**src/rtl/neuraedge_tile_pkg.sv**
```systemverilog
// Shared types and default sizes for the neuraedge tile operand/accumulator path.
package neuraedge_tile_pkg;

  localparam int unsigned FE_DATA_W      = 8;
  localparam int unsigned FE_ACC_W       = 32;
  localparam int unsigned FE_K_W         = 12;
  localparam int unsigned FE_TIMEOUT_CYC = 1024;

  typedef enum logic [2:0] {
    FE_IDLE     = 3'd0,
    FE_CLEAR    = 3'd1,
    FE_STREAM   = 3'd2,
    FE_WAIT_ACC = 3'd3,
    FE_RESULT   = 3'd4
  } fe_state_t;

endpackage

```
**src/rtl/neuraedge_pe_feeder.sv**
```systemverilog
// Sequences one dot-product of cfg_k_len MACs into a PE and returns its accumulator on a result stream.
// Optional WAIT_ACC watchdog with res_err output: define NEURAEDGE_FEEDER_TIMEOUT_EN.
module neuraedge_pe_feeder
  import neuraedge_tile_pkg::*;
#(
  parameter int unsigned DATA_W      = FE_DATA_W,
  parameter int unsigned ACC_W       = FE_ACC_W,
  parameter int unsigned K_W         = FE_K_W
`ifdef NEURAEDGE_FEEDER_TIMEOUT_EN
  ,
  parameter int unsigned TIMEOUT_CYC = FE_TIMEOUT_CYC
`endif
) (
  input  logic              clk,
  input  logic              rst_n,
  input  logic [K_W-1:0]    cfg_k_len,
  input  logic              start,
  output logic              busy,
  output logic              done,
  input  logic              op_valid,
  output logic              op_ready,
  input  logic [DATA_W-1:0] op_data,
  input  logic [DATA_W-1:0] op_weight,
  output logic              pe_enable,
  output logic              mac_clear,
  output logic              accumulate_en,
  output logic [DATA_W-1:0] pe_data_in,
  output logic [DATA_W-1:0] pe_weight_in,
  output logic              pe_data_valid,
  input  logic [ACC_W-1:0]  pe_accum_out,
  input  logic              pe_accum_valid,
  output logic              res_valid,
  input  logic              res_ready,
  output logic [ACC_W-1:0]  res_data
`ifdef NEURAEDGE_FEEDER_TIMEOUT_EN
  ,
  output logic              res_err
`endif
);

  fe_state_t         state_q, state_d;
  logic [K_W-1:0]    k_len_q, k_len_d;
  logic [K_W-1:0]    cnt_q, cnt_d;
  logic [DATA_W-1:0] pe_data_q, pe_data_d;
  logic [DATA_W-1:0] pe_weight_q, pe_weight_d;
  logic              pe_dv_q, pe_dv_d;
  logic              acc_en_q, acc_en_d;
  logic              res_valid_q, res_valid_d;
  logic [ACC_W-1:0]  res_data_q, res_data_d;
  logic              done_q, done_d;

`ifdef NEURAEDGE_FEEDER_TIMEOUT_EN
  localparam int unsigned WD_W = (TIMEOUT_CYC > 2) ? $clog2(TIMEOUT_CYC) : 1;
  logic [WD_W-1:0]   wd_q, wd_d;
  logic              res_err_q, res_err_d;
`endif

  // Strobes decoded directly from the registered state.
  assign busy      = (state_q != FE_IDLE);
  assign pe_enable = (state_q != FE_IDLE);
  assign mac_clear = (state_q == FE_CLEAR);
  assign op_ready  = (state_q == FE_STREAM);

  assign done          = done_q;
  assign accumulate_en = acc_en_q;
  assign pe_data_in    = pe_data_q;
  assign pe_weight_in  = pe_weight_q;
  assign pe_data_valid = pe_dv_q;
  assign res_valid     = res_valid_q;
  assign res_data      = res_data_q;
`ifdef NEURAEDGE_FEEDER_TIMEOUT_EN
  assign res_err       = res_err_q;
`endif

  // Next-state and datapath update.
  always_comb begin
    state_d     = state_q;
    k_len_d     = k_len_q;
    cnt_d       = cnt_q;
    pe_data_d   = pe_data_q;
    pe_weight_d = pe_weight_q;
    pe_dv_d     = 1'b0;
    acc_en_d    = 1'b0;
    res_valid_d = res_valid_q;
    res_data_d  = res_data_q;
    done_d      = 1'b0;
`ifdef NEURAEDGE_FEEDER_TIMEOUT_EN
    wd_d        = wd_q;
    res_err_d   = res_err_q;
`endif

    case (state_q)
      FE_IDLE: begin
        if (start && (cfg_k_len != '0)) begin
          k_len_d = cfg_k_len;
          cnt_d   = '0;
          state_d = FE_CLEAR;
        end
      end
      FE_CLEAR: begin
        state_d = FE_STREAM;
      end
      FE_STREAM: begin
        if (op_valid && op_ready) begin
          pe_data_d   = op_data;
          pe_weight_d = op_weight;
          pe_dv_d     = 1'b1;
          acc_en_d    = 1'b1;
          cnt_d       = cnt_q + K_W'(1);
          if (cnt_q == (k_len_q - K_W'(1))) begin
            state_d = FE_WAIT_ACC;
`ifdef NEURAEDGE_FEEDER_TIMEOUT_EN
            wd_d    = '0;
`endif
          end
        end
      end
      FE_WAIT_ACC: begin
        if (pe_accum_valid) begin
          res_data_d  = pe_accum_out;
          res_valid_d = 1'b1;
          state_d     = FE_RESULT;
        end
`ifdef NEURAEDGE_FEEDER_TIMEOUT_EN
        else if (wd_q == WD_W'(TIMEOUT_CYC - 1)) begin
          res_data_d  = '0;
          res_err_d   = 1'b1;
          res_valid_d = 1'b1;
          state_d     = FE_RESULT;
        end else begin
          wd_d = wd_q + WD_W'(1);
        end
`endif
      end
      FE_RESULT: begin
        if (res_ready) begin
          res_valid_d = 1'b0;
          done_d      = 1'b1;
          state_d     = FE_IDLE;
`ifdef NEURAEDGE_FEEDER_TIMEOUT_EN
          res_err_d   = 1'b0;
`endif
        end
      end
      default: begin
        state_d = FE_IDLE;
      end
    endcase
  end

  always_ff @(posedge clk or negedge rst_n) begin
    if (!rst_n) begin
      state_q     <= FE_IDLE;
      k_len_q     <= '0;
      cnt_q       <= '0;
      pe_data_q   <= '0;
      pe_weight_q <= '0;
      pe_dv_q     <= 1'b0;
      acc_en_q    <= 1'b0;
      res_valid_q <= 1'b0;
      res_data_q  <= '0;
      done_q      <= 1'b0;
`ifdef NEURAEDGE_FEEDER_TIMEOUT_EN
      wd_q        <= '0;
      res_err_q   <= 1'b0;
`endif
    end else begin
      state_q     <= state_d;
      k_len_q     <= k_len_d;
      cnt_q       <= cnt_d;
      pe_data_q   <= pe_data_d;
      pe_weight_q <= pe_weight_d;
      pe_dv_q     <= pe_dv_d;
      acc_en_q    <= acc_en_d;
      res_valid_q <= res_valid_d;
      res_data_q  <= res_data_d;
      done_q      <= done_d;
`ifdef NEURAEDGE_FEEDER_TIMEOUT_EN
      wd_q        <= wd_d;
      res_err_q   <= res_err_d;
`endif
    end
  end

endmodule

```
**config.mk**
```make
export PLATFORM = sky130hd
export DESIGN_NAME = neuraedge_pe_feeder
export DESIGN_NICKNAME = d
export VERILOG_FILES = /design/src/rtl/neuraedge_tile_pkg.sv /design/src/rtl/neuraedge_pe_feeder.sv
export SDC_FILE = /design/constraint.sdc
export NUM_CORES = 1
export LEC_CHECK = 0
export CORE_MARGIN = 5
export CORE_UTILIZATION = 42
export CTS_CLUSTER_DIAMETER = 60
export DETAILED_ROUTE_END_ITERATION = 16
export PLACE_DENSITY = 0.88
export SYNTH_ARGS = -nofsm -noshare
export SYNTH_HDL_FRONTEND = slang
export SYNTH_SLANG_ARGS = --single-unit
```
**constraint.sdc**
```tcl
create_clock -name clk -period 2 [get_ports clk]
set_input_delay 0.2 -clock clk [delete_from_list [all_inputs] [get_ports clk]]
set_output_delay 0.2 -clock clk [all_outputs]
set_load 0.02 [all_outputs]
```
# Word level (Yosys, flattened, before mapping)
# Cells that the tools add are included.
[word_totals] ff_bits=78
[op_classes] n_addsub=2 eq_ne=10 muxes=16 n_reduce_logical=13
[op_table] op="12-bit two-way mux" n=2
[op_table] op="12-bit one-hot mux with 2 select lines" n=1
[op_table] op="3-bit two-way mux" n=5
[op_table] op="3-bit one-hot mux with 5 select lines" n=1
[op_table] op="12-bit by 1-bit adder with 12-bit output, second input constant" n=1
[op_table] op="12-bit == test" n=1
[op_table] op="12-bit nonzero test" n=1
[op_table] op="12-bit by 1-bit subtractor with 12-bit output, second input constant" n=1
[op_table] op="3-bit by 2-bit == test with 1-bit output, second input constant" n=2
[op_table] op="1-bit two-way mux" n=6
[op_table] op="2-bit inequality test, second input constant" n=3
[op_table] op="2-bit AND reduction" n=3
[op_table] op="3-bit AND reduction" n=2
[op_table] op="5-bit AND reduction" n=1
[op_table] op="2-bit by 1-bit inequality test with 1-bit output, second input constant" n=2
[op_table] op="2-bit nonzero test" n=2
[op_table] op="3-bit by 1-bit == test with 1-bit output, second input constant" n=1
[op_table] op="3-bit == test, second input constant" n=1
[op_table] op="3-bit logical NOT" n=1
[op_table] op="3-bit nonzero test" n=1
[op_table] op="1-bit logical AND" n=2
[op_table] op="1-bit one-hot mux with 2 select lines" n=1

# Depth between registers and ports, before layout
[depth] depth_word=5 ltp_mapped=8 depth_no_buf=8

# Worst setup path before layout
# No wires, ideal clock.
[synth_path] path_kind="reg-to-reg" from="register k_len_q[0]" to="register state_q[0]" setup_ns=0.065 arrival_ns=1.809 required_time_ns=1.935 path_slack_ns=0.126 stages_incl_launch_ff=9 n_path_buf=0 synth_period_minus_slack_ns=1.874 cell_sequence="dfrtp_1 > inv_1 > ha_1 > nand2b_1 > or4_1 > a21oi_1 > a211oi_1 > a2111oi_0 > o211a_1"
[synth_between] elab_chain_cells=4
[synth_lines] element="start, declared" line="neuraedge_pe_feeder.sv:42" rtl="logic [K_W-1:0] k_len_q, k_len_d;"
[synth_lines] element="start signal, assigned" line="neuraedge_pe_feeder.sv:169" rtl="k_len_q <= k_len_d;"
[synth_lines] element="12-bit by 1-bit subtractor with 12-bit output" line="neuraedge_pe_feeder.sv:110" rtl="if (cnt_q == (k_len_q - K_W'(1))) begin"
[synth_lines] element="12-bit == test" line="neuraedge_pe_feeder.sv:110"
[synth_lines] element="2-bit by 1-bit inequality test with 1-bit output (no line)"
[synth_lines] element="5-bit AND reduction (no line)"
[synth_lines] element="end signal, assigned" line="neuraedge_pe_feeder.sv:168" rtl="state_q <= state_d;"
[synth_lines] element="end, declared" line="neuraedge_pe_feeder.sv:41" rtl="fe_state_t state_q, state_d;"
# No other way between the ends.
# A chain may end at the register's enable or synchronous reset.

# Final worst setup path
# Same ends and word-level chain as after synthesis.

==> flow_summary.json <==
{
  "placed_area_um2": 5190,
  "cts_tree": "yes",
  "ioPinCount": 122,
  "min_period_ps": 2010,
  "ys_ff_latch": 78,
  "synth.largest_area_cell": "dfrtp_1",
  "ys.flop_type": "dfrtp_1",
  "violations": "negative setup slack",
  "seq_area_frac_synth_pct": 52.1,
  "dieArea_um2": 10900,
  "max_cap_violations": 0,
  "gp_congestion": 0.827,
  "diodes": 0,
  "irDropWorstVdd_mv": 0.785,
  "layout_common_cells": "clkdlybuf4s50_1 (117), dfrtp_1 (78), nand2_1 (64)",
  "cp_data_arrival_time_ps": 2240,
  "grt_max_degree": 41,
  "vias_per_cell": 5.16,
  "grt_pass1_wl_um": 15400,
  "layout-drive-gt1-share_pct": 25.5,
  "fin_ws_ps": -8.84,
  "grt_antenna_before_repair": 0,
  "clock_path_buffers": 2,
  "max_freq_ghz": 0.498,
  "first_pass_iters": 4,
  "worstPathRequired_ps": 2230,
  "first_global_vias": 3158,
  "yosysTopAreaCellShare_pct": 52.1,
  "grtUsageTotal_pct": 17.4,
  "p_per_area_nw_per_um2": 1500,
  "finalCritPeriodShare_pct": 100,
  "num-nets-final": 545,
  "leakagePower_nw": 2.40,
  "synth_area_um2": 3750,
  "holdWs_ps": 367,
  "cts_max_level": 3,
  "wirelength_um": 9560,
  "initial_utilization_pct": 43.0,
  "setup_viol": 1,
  "fillers": 675,
  "drtIter0Drc": 143,
  "hold_viol_final": 0,
  "utilization_pct": 63.1,
  "vias": 3047,
  "avgSynthCellArea_um2": 11.4,
  "grt_remaining_overflow": 0,
  "die_w_um": 104,
  "detail_route.wl_per_cell_um": 16.2,
  "hp-class": "in2async",
  "end_kind": "flop",
  "clkSlewWorstSetupHoldPaths_ps": 80,
  "worst_slew_pin_slew_ps": 505,
  "yosys_warnings": 0,
  "crit_type": "reg2reg",
  "synth.area.top_cells": "dfrtp_1 (52%), mux2_2 (13%), nand2_1 (6.4%)",
  "synth_nets": 396,
  "power_mw": 8.25,
  "crit_path_start_kind": "flop",
  "ctsRootBufferMaster": "clkbuf_8",
  "rows": 34,
  "rsz0062_at_grt": "true",
  "cp_max_fo": 6,
  "cts_sinks": 78,
  "synth-edff-count": 0,
  "synthArstFlopShare_pct": 100,
  "finish.instance_area_um2": 5500,
  "max_slew_margin_pct": 66.3,
  "status": "finished with violations",
  "antenna_left": 0,
  "fin_worst_skew_ps": 7.81,
  "r2r_cells": 9,
  "critPathLaunch": "k_len_q[0]",
  "clock_latency_ps": 340,
  "syn_to_final_growth_pct": 46.9,
  "dpl.hpwl_um": 7000,
  "coreArea_um2": 8720,
  "dieHeight_um": 104,
  "numPortBuffers": 121,
  "report.final.slew_viol_count": 0,
  "syn_inst": 328,
  "synth.distinct_cells": 55,
  "drcViolationCount": 0,
  "final_common_cell": "clkdlybuf4s50_1",
  "r2r_start": "k_len_q[0]",
  "numCtsBuffers": 9
}
[cells in the mapped netlist, drive strengths merged, types with 2 or more instances]
cell and instances:
or4 4, xnor2 9, clkbuf 6, ha 2, inv 4, nand2 65
a21oi 4, or3 2, nor2 13, nand2b 5, and2 5, a31oi 2
nand4 8, buf 10, nor3b 2, mux2 44, nor4 2, xor2 6
dfrtp 78, and3 5, o221ai 2, a211oi 2, nand3 7, nand3b 2
nand4b 2, o21ai 19, nor3 3
[per-stage QoR]
step                      setup TNS, ps  cells  setup slack [ps]
after global routing               -169    590              -148
final                             -8.84    590             -8.84
after global placement            -6950    571              -333
after CTS                         -28.6    589             -28.6
after detailed placement          -7330    571              -366
after floorplan                       0    328               126
[logic make-up (layout without fill, tap and decap cells)]
family | Yosys count | after routing | share of synthesized area (%)
AOI/OAI and AO/OA | 39 | 39 | 7.88
xor gates and xnor gates | 15 | 15 | 3.51
adders and majority gates | 2 | 2 | 0.668
buffers and inverters | 22 | 175 | 4.68
DFF | 78 | 78 | 52.1
muxes | 44 | 44 | 13.2
and+or+nand+nor | 128 | 129 | 17.9
[worst max-delay path, cell delays in order (launching register included)]
cell	delay, ps
dfrtp_1	380
buf_4	150
nor3_2	200
buf_4	160
a211oi_1	60
a31o_2	220
a211oi_1	320
a2111oi_2	80
buf_4	140
o211a_1	190
[power by group]
part           total (mW)  switching, mW  internal (mW)
combinational        4.13           2.02           2.11
clock                1.40          0.566          0.830
sequential           2.72          0.478           2.25
total                8.25           3.06           5.18
[final timing paths]
kind / slack [ps] / to
max in group asynchronous: 1050 / k_len_q[3]
worst min register to register: 470 / pe_data_in[5]
worst min-delay path: 370 / pe_weight_in[3]
worst max-delay path: -9 / state_q[0]
min in group clk: 390 / pe_weight_in[5]
worst max register to register: -9 / state_q[0]
[flip-flops by register name (all words and copies together) (netlist names)]
| name | flops |
|---|---|
| done | 1 |
| cnt_q | 12 |
| state_q | 3 |
| res_data | 32 |
| res_valid | 1 |
| k_len_q | 12 |
| pe_weight_in | 8 |
| accumulate_en | 1 |
| pe_data_in | 8 |
[area by class of cell]
cell class | count | area (um2) | share of cell area (%)
Clock buffer | 10 | 128 | 2.32
Clock inverter | 6 | 109 | 1.98
Inverter | 5 | 18.8 | 0.341
Multi-Input combinational cell | 229 | 1670 | 30.4
Sequential cell | 78 | 1950 | 35.5
Tap cell | 108 | 135 | 2.46
Timing Repair Buffer | 154 | 1490 | 27.0
[routing by layer]
layer	up-vias	wire length, um	GRT usage [%]
li1	1449	-	-
met1	1469	3730	21.1
met2	117	4980	29.0
met3	12	722	5.65
met4	0	127	5.74
met5	-	0	0
[timing repair]
action / 4_1_cts / 5_1_grt
hold endpoints to repair: 39 / 0
endpoints found under the setup margin: 6 / 7
pin swaps: 0 / 3
gates cloned: 1 / 0
resized for setup: 6 / 8
setup buffers: 0 / 1
hold buffers: 1 / 0
No activity file was read; power rests on OpenSTA's default activity.
